### src/rtl/piso_pkg.sv
// Shared types and sizing helpers for the parallel-in serial-out transmitter.
package piso_pkg;

  typedef enum logic {
    IDLE  = 1'b0,
    SHIFT = 1'b1
  } state_t;

  // Bits needed to count 0..width inclusive.
  function automatic int unsigned cnt_width(input int unsigned width);
    return $clog2(width + 1);
  endfunction

endpackage

### src/rtl/piso_shift_reg.sv
// WIDTH-bit load/shift register; MSB_FIRST picks which end feeds the serial tap.
module piso_shift_reg #(
  parameter int unsigned WIDTH     = 8,
  parameter bit          MSB_FIRST = 1'b1
) (
  input  logic             clk,
  input  logic             rst,
  input  logic             load,
  input  logic             shift,
  input  logic [WIDTH-1:0] din,
  output logic             dout
);

  logic [WIDTH-1:0] sr_q;

  // Load wins over shift so a back-to-back accept replaces the drained word.
  always_ff @(posedge clk) begin
    if (rst) begin
      sr_q <= '0;
    end else if (load) begin
      sr_q <= din;
    end else if (shift) begin
      if (MSB_FIRST) sr_q <= {sr_q[WIDTH-2:0], 1'b0};
      else           sr_q <= {1'b0, sr_q[WIDTH-1:1]};
    end
  end

  assign dout = MSB_FIRST ? sr_q[WIDTH-1] : sr_q[0];

endmodule

### src/rtl/piso_tx.sv
// Serializer: FSM, bit counter, optional parity and ready/valid handshake.
// Optional even parity bit is enabled by defining PISO_TX_PARITY_EN.
module piso_tx
  import piso_pkg::*;
#(
  parameter int unsigned WIDTH     = 8,
  parameter bit          MSB_FIRST = 1'b1
) (
  input  logic             clk,
  input  logic             rst,
  input  logic [WIDTH-1:0] in,
  input  logic             in_valid,
  output logic             in_ready,
  output logic             out,
  output logic             out_valid,
  output logic             out_last
);

  localparam int unsigned CW = cnt_width(WIDTH);
`ifdef PISO_TX_PARITY_EN
  localparam int unsigned FLEN = WIDTH + 1;
`else
  localparam int unsigned FLEN = WIDTH;
`endif

  state_t          state_q, state_d;
  logic [CW-1:0]   cnt_q, cnt_d;
  logic            last_c;
  logic            accept_c;
  logic            sr_bit;
  logic            bit_c;

  assign last_c   = (state_q == SHIFT) && (cnt_q == CW'(FLEN - 1));
  assign in_ready = !rst && ((state_q == IDLE) || last_c);
  assign accept_c = in_valid && in_ready;

  always_ff @(posedge clk) begin
    if (rst) begin
      state_q <= IDLE;
      cnt_q   <= '0;
    end else begin
      state_q <= state_d;
      cnt_q   <= cnt_d;
    end
  end

  always_comb begin
    state_d = state_q;
    cnt_d   = cnt_q;
    case (state_q)
      IDLE: begin
        if (accept_c) begin
          state_d = SHIFT;
          cnt_d   = '0;
        end
      end
      SHIFT: begin
        if (last_c) begin
          cnt_d   = '0;
          state_d = accept_c ? SHIFT : IDLE;
        end else begin
          cnt_d = cnt_q + CW'(1);
        end
      end
      default: begin
        state_d = IDLE;
        cnt_d   = '0;
      end
    endcase
  end

  piso_shift_reg #(
    .WIDTH    (WIDTH),
    .MSB_FIRST(MSB_FIRST)
  ) u_sr (
    .clk  (clk),
    .rst  (rst),
    .load (accept_c),
    .shift(state_q == SHIFT),
    .din  (in),
    .dout (sr_bit)
  );

`ifdef PISO_TX_PARITY_EN
  logic par_q;

  // Parity is latched with the word so later changes to in cannot affect it.
  always_ff @(posedge clk) begin
    if (rst)           par_q <= 1'b0;
    else if (accept_c) par_q <= ^in;
  end

  assign bit_c = (cnt_q == CW'(WIDTH)) ? par_q : sr_bit;
`else
  assign bit_c = sr_bit;
`endif

  assign out_valid = (state_q == SHIFT);
  assign out_last  = last_c;
  assign out       = (state_q == SHIFT) ? bit_c : 1'b0;

endmodule
### config.mk
export PLATFORM = sky130hd
export DESIGN_NAME = piso_tx
export DESIGN_NICKNAME = d
export VERILOG_FILES = /design/src/rtl/piso_pkg.sv /design/src/rtl/piso_shift_reg.sv /design/src/rtl/piso_tx.sv
export SDC_FILE = /design/constraint.sdc
export NUM_CORES = 1
export LEC_CHECK = 0
export CAP_MARGIN = 40
export CORE_AREA = 8 8 50 52
export CTS_CLUSTER_DIAMETER = 200
export DETAILED_ROUTE_END_ITERATION = 8
export DIE_AREA = 0 0 58 60
export SLEW_MARGIN = 20
export SYNTH_ARGS = -nofsm -noshare
export SYNTH_HDL_FRONTEND = slang
export SYNTH_SLANG_ARGS = --single-unit
### constraint.sdc
create_clock -name clk -period 1.3 [get_ports clk]
set_input_delay 0.13 -clock clk [delete_from_list [all_inputs] [get_ports clk]]
set_output_delay 0.13 -clock clk [all_outputs]
set_load 0.01 [all_outputs]
Yosys cells after proc, flatten, opt, wreduce, memory -nomap -nowiden
Cells that the tools add are included.
{"block": "classes", "add_sub_neg": 1, "n_eq_ne": 2, "muxes": 9, "n_bitwise": 1, "reduce_logical": 6}
{"operator": "2-to-1 mux 8 bit", "count": 2}
{"operator": "2-to-1 mux 4 bit", "count": 2}
{"operator": "one-hot mux 4 bit (2 select lines)", "count": 1}
{"operator": "adder 4 x 1 -> 4 bit (second input constant)", "count": 1}
{"operator": "equality test 4 x 3 -> 1 bit (second input constant)", "count": 1}
{"operator": "logical AND 1 bit", "count": 3}
{"operator": "2-to-1 mux 1 bit", "count": 3}
{"operator": "inequality test 2 bit (second input constant)", "count": 1}
{"operator": "one-hot mux 1 bit (2 select lines)", "count": 1}
{"operator": "nonzero test 2 bit", "count": 1}
{"operator": "zero test 1 bit", "count": 1}
{"operator": "logical OR 1 bit", "count": 1}
{"operator": "NOT 1 bit", "count": 1}
{"block": "word_totals", "regBits": 13, "word_cells": 22}

Depth between registers and ports, before layout
{"block": "depth", "word_depth": 8, "depth_mapped": 5}

By module
A second synthesis with hierarchy kept.
{"block": "hier_totals", "cells_unflattened": 65, "area_unflattened_um2": 618.1}
{"module": "piso_shift_reg", "instances": 1, "cells_each": 35, "area_each_um2": 369.1, "seq_area_each_um2": 160.2}
{"module": "piso_tx", "instances": 1, "cells_each": 30, "area_each_um2": 249.0, "seq_area_each_um2": 100.1}

Worst setup path before layout
No wires, ideal clock.
{"block": "synth_path", "path_kind": "register -> output", "from": "register state_q, in the netlist out_valid", "to": "output out_last", "arrival_ns": 1.081, "slack_ns": 0.089, "stages_incl_launch_ff": 4, "path_cell_list": "dfxtp_1 > buf_6 > inv_1 > nor4b_1"}
{"block": "synth_between", "elab_chain_cells": 1}
{"element": "start, declared", "line_no": "piso_tx.sv:26", "rtl": "state_t state_q, state_d;"}
{"element": "start signal, assigned", "line_no": "piso_tx.sv:42", "rtl": "state_q <= state_d;"}
{"element": "logical AND 1 bit", "line_no": "piso_tx.sv:33", "rtl": "assign last_c = (state_q == SHIFT) && (cnt_q == CW'(FLEN - 1));"}
{"element": "end, declared", "line_no": "piso_tx.sv:16", "rtl": "output logic out_last"}
No other way between the ends.

Worst setup path in the final report
{"block": "layout_path", "from": "register cnt_q[1]", "to": "output out_last"}
{"block": "layout_between", "elab_chain_cells": 2}
{"element": "start, declared", "line_no": "piso_tx.sv:27", "rtl": "logic [CW-1:0] cnt_q, cnt_d;"}
{"element": "start signal, assigned", "line_no": "piso_tx.sv:43", "rtl": "cnt_q <= cnt_d;"}
{"element": "equality test 4 x 3 -> 1 bit", "line_no": "piso_tx.sv:33"}
{"element": "logical AND 1 bit", "line_no": "piso_tx.sv:33"}
No other way between the ends.

==> results.txt <==
The first TritonRoute pass finished after 4 iterations. Pin placement for this block handled 15 I/O pins. By startpoint and endpoint, the worst setup path is classified as flop to primary output. The routed layout has 607 vias. Setup repair after global routing could not meet its margin everywhere. The run gives 9.450% as the total track usage. Of the synthesized area, sequential elements account for 38.95%.

The simple-gate share of the synthesized area came out at 13.48%. The final critical-path setup slack is -20.56 ps, and the number of distinct library cells after synthesis is 26. Multiplexer cells account for 10.49% of the synthesized area.

The first routing iteration left 14 violations. In the final routed layout, each cell accounts on average for 14.40 um. The number of synthesized register bits works out to 13. The leakage power figure came out at 0.3708 nW. The number of cells on the worst reg-to-reg path is 5. The floorplan step defined a die boundary enclosing 3480 um2. The setup TNS is -125.4 ps, and the compound-cell area share of the yosys netlist is 29.03%.

The worst setup skew after layout came out at 3.714 ps. The type of the worst min-delay path is input port to flop. For the maximum level of the CTS H-tree, the log shows 1. In this run the horizontal extent of the chip is 58 um.

Counting the fill cells in the layout gives 174. The initial antenna violation count was 0. Buffers placed on the I/O ports in this run total 14. The portion of the clock cycle consumed by the worst path in the final layout is 101.6%, and the final antenna-violating net count is 0. Number of max-slew violations in the final report: 0. For this run, the top clock speed supported by timing is 0.7573 GHz. In this run the cell area of the synthesized design comes to 668.1 um2. The power density of the placed cells was 928.3 nW/um2.

After the flow finishes, the layout carries non-filler instances totaling 111. The number of hold buffers added after CTS was 0. The number of placed instances, taps included, is 106.

After detailed routing, the number of vias per cell comes to 5.468. The total core area came out at 1802 um2. TritonCTS built the clock tree. The tools report the largest vdd supply drop as 0.5744 mV.

The beginning of the critical path was cnt_q[1]. The clock-pin slew of the registers on the worst-case setup and hold paths works out to 90 ps. The tools report the root buffer selected by CTS as sky130_fd_sc_hd__clkbuf_4. The synthesized netlist devotes 0% of its cell area to XOR and XNOR gates.

From bottom edge to top edge, the die measures 60 um. The clock latency on the worst-skew pair was 270 ps; the post-layout net count was 106. The most frequently used flop master after synthesis is sky130_fd_sc_hd__dfxtp_1.

The area share of fa/ha/maj cells after synthesis was 1.873%. For the worst setup path, the data arrival time is 1190 ps. The critical path ends at out_last. Clock tree synthesis inserted a total of 3 buffers.

For the worst setup path, the data required time is 1170 ps. The run gives -278.0 ps as the placement-stage worst setup slack. Count of standard-cell rows: 16. The maximum number of pins on one net before global-route repair was 14; the weighted congestion reported at the end of routability-driven placement was 0.8336.

The actual transition at the worst max-transition pin is 305.9 ps, and the post-synthesis cell count is 65. Setup violations remaining at the end of the flow were counted as 8. The number of nets in the synthesized netlist is 77. The max capacitance violation total is 0, and the maximum number of buffers from clock root to sink is 2.

Overall power of the completed layout: 0.8781 mW. Via count of the first global-routing pass: 600. The worst path needs 1321 ps of the cycle, external delays included. The checks that failed: negative setup slack.

Averaged over all synthesized cells, the footprint is 10.28 um2. The worst reg2reg path startpoint was cnt_q[1]. The placed instances occupy a cell area of 890.9 um2. The number of antenna diodes in the final layout is 0. CTS saw 13 sinks. The async set-or-reset flop fraction in the synthesized netlist is 0%. Yosys mapped a number of flops with a built-in enable equal to 0. The number of hold violations in the final report is 0.

Dominant combinational cell family by area after synthesis: compound AO/OA/AOI/OAI gates. The finished cells cover 945.9 um2. The top cell types in the final layout, fill and taps aside, are 12 x sky130_fd_sc_hd__a21oi_1, 12 x sky130_fd_sc_hd__buf_4, 10 x sky130_fd_sc_hd__dfxtp_1, 10 x sky130_fd_sc_hd__clkdlybuf4s50_1. The maximum fanout along the worst path works out to 3.

The effective utilization at floorplan was 37.08%; the final routed DRC violation total was 0. The wire-length estimate of the detail-placed layout is 1165 um. Of the cells placed in the final design, the portion with a size suffix greater than 1 is 38.71%. The flow ran to the end, but the final reports show violations. In this run the critical register-to-register path is captured at u_sr.sr_q[1]. STA classifies the critical path endpoint as a primary output. The worst setup path is launched from a flop.

The area growth from synthesis to layout is 41.57%, and the relative slew slack is 79.54%. The run gives -20 ps as the setup slack of the worst register-to-register path. Number of warnings reported in the yosys synthesis log: 0.

Summed over all layers, the global routing overflow is 0. The first global-routing pass estimated 2573 um of wire. The final layout contains routed wiring with a total length of 1598 um.
synth_stat cells (2+ instances only):
cell / instances / area [um2]
sky130_fd_sc_hd__inv_1: 2 / 7.510
sky130_fd_sc_hd__nand2_1: 3 / 11.26
sky130_fd_sc_hd__dfxtp_1: 13 / 260.3
sky130_fd_sc_hd__mux2i_1: 7 / 70.07
sky130_fd_sc_hd__a21oi_1: 12 / 60.06
sky130_fd_sc_hd__nand3b_1: 2 / 15.01
sky130_fd_sc_hd__o221a_2: 7 / 78.83
worst min-delay path by stage:
stage                       from            to  slack, ps  cells past startpoint
floorplan               in_valid  u_sr.sr_q[0]        300                      3
global placement    u_sr.sr_q[0]  u_sr.sr_q[0]        470                      2
detailed placement  u_sr.sr_q[0]  u_sr.sr_q[0]        470                      2
CTS                        in[0]  u_sr.sr_q[0]        470                      3
global route        u_sr.sr_q[0]  u_sr.sr_q[0]        500                      2
finish                     in[0]  u_sr.sr_q[0]        480                      3
registers in the layout, summed over array words and instances, names as in the netlist:
signal / count
out_valid: 1
cnt_q: 4
u_sr.sr_q: 8
worst max-delay path, stage by stage (launching register included):
cell and delay, ps:
sky130_fd_sc_hd__dfxtp_2 360, sky130_fd_sc_hd__ha_4 140, sky130_fd_sc_hd__inv_1 50, sky130_fd_sc_hd__nor4b_2 190
sky130_fd_sc_hd__buf_2 170
cells by family after synthesis:
family	count (synthesis)
AND/OR/NAND/NOR	13
flip-flops	13
buffers and inverters	6
adder cells (fa/ha/maj)	1
multiplexers	7
AO/OA/AOI/OAI	25
report_power, final:
part	internal, mW	switching [mW]	total (mW)
sequential	0.424	0.0183	0.442
combinational	0.100	0.0792	0.179
clock	0.119	0.138	0.257
total	0.643	0.235	0.878
layer usage:
metal,GRT usage [%],up-vias,share of wire (%)
met4,5.245,0,1.8
met2,14.17,13,45
li1,-,309,-
met3,2.796,4,5.1
met1,11.74,281,48
met5,0,-,0
what timing repair did:
item                                    CTS  global route
pin swaps                                11             1
endpoints found under the setup margin   12            11
setup buffers                             1             0
resized for setup                        19             1
layout make-up:
type                    count  area, um2  area share, %
clock buffers               4      26.28          2.778
inverters                   3      11.26          1.190
repair buffers             27      230.2          24.34
multi-input cells          46      391.6          41.40
flip-flops and latches     13      264.0          27.91
well taps                  18      22.52          2.381
per-stage QoR:
| stage | hold slack [ps] | util (%) |
|---|---|---|
| floorplan | 297.6 | - |
| global placement | 471.4 | 49.44 |
| detailed placement | 471.9 | 49.44 |
| CTS | 474.8 | 52.15 |
| global route | 502.3 | 52.50 |
| finish | 477.1 | 52.50 |
Power figures use the tool's default switching activity.
